<file path="src/rtl/align_s2p_hs.sv">
// Narrow-to-wide stream aligner: packs REG_NUM input beats LSB-first into one word, with valid/ready on both sides.
// Build option ALIGN_ZERO_PAD_EN: zero the unwritten lanes of a loaded word instead of leaving stale contents.
module align_s2p_hs #(
  parameter int unsigned IDATA_WIDTH = 64,
  parameter int unsigned ODATA_BIT   = 256
) (
  input  logic                                 clk,
  input  logic                                 rst,
  input  logic [IDATA_WIDTH-1:0]               idata,
  input  logic                                 idata_valid,
  output logic                                 idata_ready,
  input  logic                                 idata_last,
  output logic [ODATA_BIT-1:0]                 odata,
  output logic                                 odata_valid,
  input  logic                                 odata_ready,
  output logic [ODATA_BIT/IDATA_WIDTH-1:0]     odata_keep,
  output logic                                 odata_last
);

  localparam int unsigned REG_NUM  = ODATA_BIT / IDATA_WIDTH;
  localparam int unsigned ADDR_BIT = $clog2(REG_NUM);
  localparam logic [ADDR_BIT-1:0] LAST_LANE = ADDR_BIT'(REG_NUM - 1);

  logic [ODATA_BIT-1:0] acc_q, acc_d;
  logic [REG_NUM-1:0]   keep_q, keep_d;
  logic [ADDR_BIT-1:0]  wptr_q, wptr_d;
  logic                 acc_full_q, acc_full_d;
  logic                 acc_last_q, acc_last_d;
  logic [ODATA_BIT-1:0] odata_q, odata_d;
  logic [REG_NUM-1:0]   okeep_q, okeep_d;
  logic                 olast_q, olast_d;
  logic                 ovalid_q, ovalid_d;

  logic [ODATA_BIT-1:0] new_data, src_data, load_data;
  logic [REG_NUM-1:0]   new_keep, src_keep;
  logic                 src_last;
  logic                 in_fire, out_fire, out_free, close, load;

  // Accumulator contents with the current beat merged into lane wptr.
  always_comb begin
    new_data = acc_q;
    new_keep = keep_q;
    for (int unsigned i = 0; i < REG_NUM; i++) begin
      if (wptr_q == ADDR_BIT'(i)) begin
        new_data[i*IDATA_WIDTH +: IDATA_WIDTH] = idata;
        new_keep[i] = 1'b1;
      end
    end
  end

  // A stalled word drains from the accumulator; otherwise the closing beat's word loads directly.
  always_comb begin
    src_data  = acc_full_q ? acc_q      : new_data;
    src_keep  = acc_full_q ? keep_q     : new_keep;
    src_last  = acc_full_q ? acc_last_q : idata_last;
    load_data = src_data;
`ifdef ALIGN_ZERO_PAD_EN
    for (int unsigned i = 0; i < REG_NUM; i++) begin
      if (!src_keep[i]) load_data[i*IDATA_WIDTH +: IDATA_WIDTH] = '0;
    end
`endif
  end

  always_comb begin
    acc_d      = acc_q;
    keep_d     = keep_q;
    wptr_d     = wptr_q;
    acc_full_d = acc_full_q;
    acc_last_d = acc_last_q;
    odata_d    = odata_q;
    okeep_d    = okeep_q;
    olast_d    = olast_q;
    ovalid_d   = ovalid_q;
    load       = 1'b0;

    in_fire  = idata_valid && !acc_full_q;
    out_fire = ovalid_q && odata_ready;
    out_free = !ovalid_q || odata_ready;
    close    = in_fire && ((wptr_q == LAST_LANE) || idata_last);

    if (out_fire) ovalid_d = 1'b0;

    if (acc_full_q) begin
      if (out_fire) begin
        load       = 1'b1;
        acc_full_d = 1'b0;
        acc_last_d = 1'b0;
        wptr_d     = '0;
        keep_d     = '0;
      end
    end else if (in_fire) begin
      acc_d = new_data;
      if (close) begin
        if (out_free) begin
          load   = 1'b1;
          wptr_d = '0;
          keep_d = '0;
        end else begin
          keep_d     = new_keep;
          acc_last_d = idata_last;
          acc_full_d = 1'b1;
        end
      end else begin
        keep_d = new_keep;
        wptr_d = (wptr_q == LAST_LANE) ? '0 : ADDR_BIT'(wptr_q + 1'b1);
      end
    end

    if (load) begin
      odata_d  = load_data;
      okeep_d  = src_keep;
      olast_d  = src_last;
      ovalid_d = 1'b1;
    end
  end

  always_ff @(posedge clk) begin
    if (rst) begin
      acc_q      <= '0;
      keep_q     <= '0;
      wptr_q     <= '0;
      acc_full_q <= 1'b0;
      acc_last_q <= 1'b0;
      odata_q    <= '0;
      okeep_q    <= '0;
      olast_q    <= 1'b0;
      ovalid_q   <= 1'b0;
    end else begin
      acc_q      <= acc_d;
      keep_q     <= keep_d;
      wptr_q     <= wptr_d;
      acc_full_q <= acc_full_d;
      acc_last_q <= acc_last_d;
      odata_q    <= odata_d;
      okeep_q    <= okeep_d;
      olast_q    <= olast_d;
      ovalid_q   <= ovalid_d;
    end
  end

  assign idata_ready = !acc_full_q;
  assign odata       = odata_q;
  assign odata_keep  = okeep_q;
  assign odata_last  = olast_q;
  assign odata_valid = ovalid_q;

endmodule

</file>
<file path="config.mk">
export PLATFORM = sky130hd
export DESIGN_NAME = align_s2p_hs
export DESIGN_NICKNAME = d
export VERILOG_FILES = /design/src/rtl/align_s2p_hs.sv
export SDC_FILE = /design/constraint.sdc
export NUM_CORES = 1
export LEC_CHECK = 0
export CAP_MARGIN = 20
export CORE_ASPECT_RATIO = 0.75
export CORE_UTILIZATION = 40
export DETAILED_ROUTE_END_ITERATION = 8
export PLACE_DENSITY = 0.65
export SYNTH_ARGS = -nofsm -noshare
export SYNTH_HDL_FRONTEND = slang
export SYNTH_SLANG_ARGS = --single-unit
</file>
<file path="constraint.sdc">
create_clock -name clk -period 5.3 [get_ports clk]
set_input_delay 1.325 -clock clk [delete_from_list [all_inputs] [get_ports clk]]
set_output_delay 1.325 -clock clk [all_outputs]
set_load 0.05 [all_outputs]
</file>
==> impl_metrics.json <==
{
  "status": "complete, no violations",
  "drive_gt1_share_pct": 8.682,
  "critPathKind": "register to primary output",
  "grt_pass1_vias": 16250,
  "dp_hpwl_um": 35400,
  "ys_warn_count": 0,
  "core.rowCount": 72,
  "irDropWorstVdd_uv": 228.4,
  "critPathMaxFanout": 13,
  "p_clk_share_pct": 39.5,
  "grt_max_degree": 135,
  "power_switching_mw": 2.800,
  "fin_cells": 3284,
  "drtPass1Iterations": 5,
  "root_buffer": "clkbuf_16",
  "total_leakage_power_nw": 8.860,
  "synth_cell_type_count": 27,
  "cts_resized": 0,
  "io_pins": 332,
  "wl_um": 59190,
  "relSlewSlack_pct": 34.23,
  "pwr-share-comb_pct": 17.0,
  "die_h_um": 201.9,
  "cts_buffers": 52,
  "cap_violations": 0,
  "seqPwrFrac_pct": 43.6,
  "num_vias": 17070,
  "setup-tns-final_ns": 0,
  "worstPathRequired_ns": 3.97,
  "syn_avg_cell_area_um2": 8.903,
  "cp_top_family": "buffers and inverters",
  "viasPerCell": 5.198,
  "nNetsFinal": 2614,
  "cp-start-kind": "register",
  "crit_path_cell_trace": "inv_1 -> clkdlybuf4s50_1",
  "syn_nets": 2466,
  "ys_ff_latch": 526,
  "drc_errors": 0,
  "worst_pin_slew_ns": 0.9865,
  "fillers": 4801,
  "port_buffers": 331,
  "hp-class": "register to register",
  "synth_seq_area_share_pct": 49.42,
  "grt_usage_pct": 21.35,
  "max_freq_mhz": 270.0,
  "seq_area_um2": 10530,
  "clock_latency_ns": 0.58,
  "grt_pass1_wl_um": 91970,
  "netlist_area_um2": 21310,
  "htreeDepth": 2,
  "cp_slowest_cell": "dfxtp_1",
  "path_clk_slew_ns": 0.06,
  "ctsLongestPathBuffers": 3,
  "hold_buffers": 0,
  "endpoint_kind": "primary output",
  "slowest_delay_ns": 0.81,
  "clock_skew_ns": 0.01563,
  "p_per_area_nw_per_um2": 371.2,
  "rsz0062_at_grt": "no",
  "hold_violations": 0,
  "p_int_mw": 7.051,
  "fin_crit_sh_pct": 69.88,
  "grt_remaining_overflow": 0,
  "design.core.area_um2": 52070,
  "multiInputGateArea_um2": 9617,
  "dp.cells": 3189,
  "synthToLayoutAreaGrowth_pct": 24.55,
  "syn_inst": 2393,
  "crit_arrival_ns": 2.38,
  "wl_per_cell_um": 18.02,
  "crit_buf_inv": 2,
  "antenna_left": 0,
  "slew_violations": 0,
  "antenna_found_initial": 1,
  "switching_share_pct": 28.42,
  "drtIter0Drc": 1267,
  "cts.sinks": 526,
  "dieArea_um2": 54200,
  "post_cts_buffers": 0,
  "cts_tree": "built",
  "setup_viol": 0,
  "whs_ns": 0.4528,
  "place.gp.congestion": 0.7849,
  "fin_crit_ns": 3.704,
  "start_util_pct": 40.92,
  "dieWidth_um": 268.5
}
cell type report:
type | count | share of cell area, %
Clock inverter | 14 | 0.8628
Multi-Input combinational cell | 1601 | 36.24
Tap cell | 703 | 3.315
Inverter | 3 | 0.04243
Clock buffer | 79 | 5.969
Antenna cell | 1 | 0.009430
Sequential cell | 526 | 39.68
Timing Repair Buffer | 357 | 13.88
routing by layer:
layer / wire (um) / global-route usage (%) / vias to the layer above
met5: 0 / 0 / -
met4: 1023 / 5.499 / 0
met3: 3328 / 3.813 / 82
met2: 26640 / 33.36 / 404
met1: 28200 / 30.19 / 8177
li1: - / - / 8406
path summary, 6_finish.rpt:
kind,start,end,slack [ns],cells after the start
hold reg to reg,acc_q[197],acc_q[197],0.45,2
setup / recovery,acc_full_q,idata_ready,1.60,2
setup reg to reg,wptr_q[0],odata[102],2.80,6
hold / removal,acc_q[197],acc_q[197],0.45,2
registers in the layout, summed over array words and instances (netlist names):
signal,cells
odata,256
acc_q,256
wptr_q,2
acc_full_q,1
odata_valid,1
odata_last,1
keep_q,4
odata_keep,4
acc_last_q,1
logic make-up (layout without fill, tap and decap cells):
| logic type | count (synthesis) | count (layout) | share of synthesized area, % |
|---|---|---|---|
| other cells | 0 | 1 | 0 |
| fa+ha+maj | 4 | 4 | 0.2349 |
| flops | 526 | 526 | 49.42 |
| compound gates | 528 | 528 | 17.91 |
| mux | 257 | 257 | 12.07 |
| buf+inv | 266 | 453 | 5.808 |
| simple gates | 812 | 812 | 14.55 |
tightest hold or removal path, delay by kind of cell (launching register included):
family / cells / cell delay [ns]
compound gates: 1 / 0.05
flops: 1 / 0.30
simple gates: 1 / 0.05
power groups by stage:
stage               Combinational (mW)  Clock, mW  Sequential [mW]
global route                      1.77       4.15             4.31
finish                            1.67       3.89             4.29
CTS                               1.68       3.97             4.29
global placement                  1.65          0             4.37
floorplan                        0.641          0             4.87
detailed placement                1.67          0             4.38
Yosys cell counts:
master	number	area share, %
nor3_1	8	0.19
nand3_1	1	0.023
dfxtp_1	526	49
mux2i_1	257	12
a21bo_2	1	0.047
o22a_1	1	0.041
clkbuf_1	148	2.6
nand4_1	3	0.088
nand3b_1	1	0.035
nand2b_1	1	0.029
o21a_1	2	0.070
a211oi_2	100	5.9
buf_4	22	0.78
buf_1	8	0.14
nor2b_1	6	0.18
o22ai_1	1	0.029
a21oi_1	261	6.1
o221ai_1	1	0.041
nor2_1	268	4.7
and2_1	5	0.15
ha_1	4	0.23
buf_2	77	1.8
nand2_1	519	9.1
inv_1	3	0.053
a22oi_1	4	0.14
a211oi_1	157	5.5
buf_6	8	0.42
layout by cell type, fill, tap and decap left out, types with 3 or more instances in the layout:
cell / netlist / final
nor2b_4: 0 / 4
a211oi_1: 157 / 157
nor3_1: 8 / 8
clkbuf_1: 148 / 10
a211oi_2: 100 / 100
bufinv_16: 0 / 6
dfxtp_1: 526 / 526
clkbuf_8: 0 / 16
buf_4: 22 / 13
a21oi_1: 261 / 261
clkinv_2: 0 / 5
buf_12: 0 / 12
ha_1: 4 / 4
a22oi_1: 4 / 4
nand2_1: 519 / 515
nand2_4: 0 / 4
and2_4: 0 / 4
clkdlybuf4s50_1: 0 / 330
inv_1: 3 / 3
mux2i_1: 257 / 257
nand4_1: 3 / 3
clkbuf_16: 0 / 53
nor2_1: 268 / 268
through the flow:
| stage | utilization [%] | cell area, um^2 | power, mW | setup WS, ns |
|---|---|---|---|---|
| 3_3_place_gp | 47.39 | 24670 | 6.022 | 1.802 |
| 5_1_grt | 50.96 | 26540 | 10.23 | 1.519 |
| 6_report | 50.96 | 26540 | 9.851 | 1.596 |
| 3_5_place_dp | 47.44 | 24700 | 6.050 | 1.708 |
| 4_1_cts | 50.92 | 26510 | 9.942 | 1.587 |
| 2_1_floorplan | - | 21310 | 5.509 | 2.832 |
(Power assumes the default switching activity.)
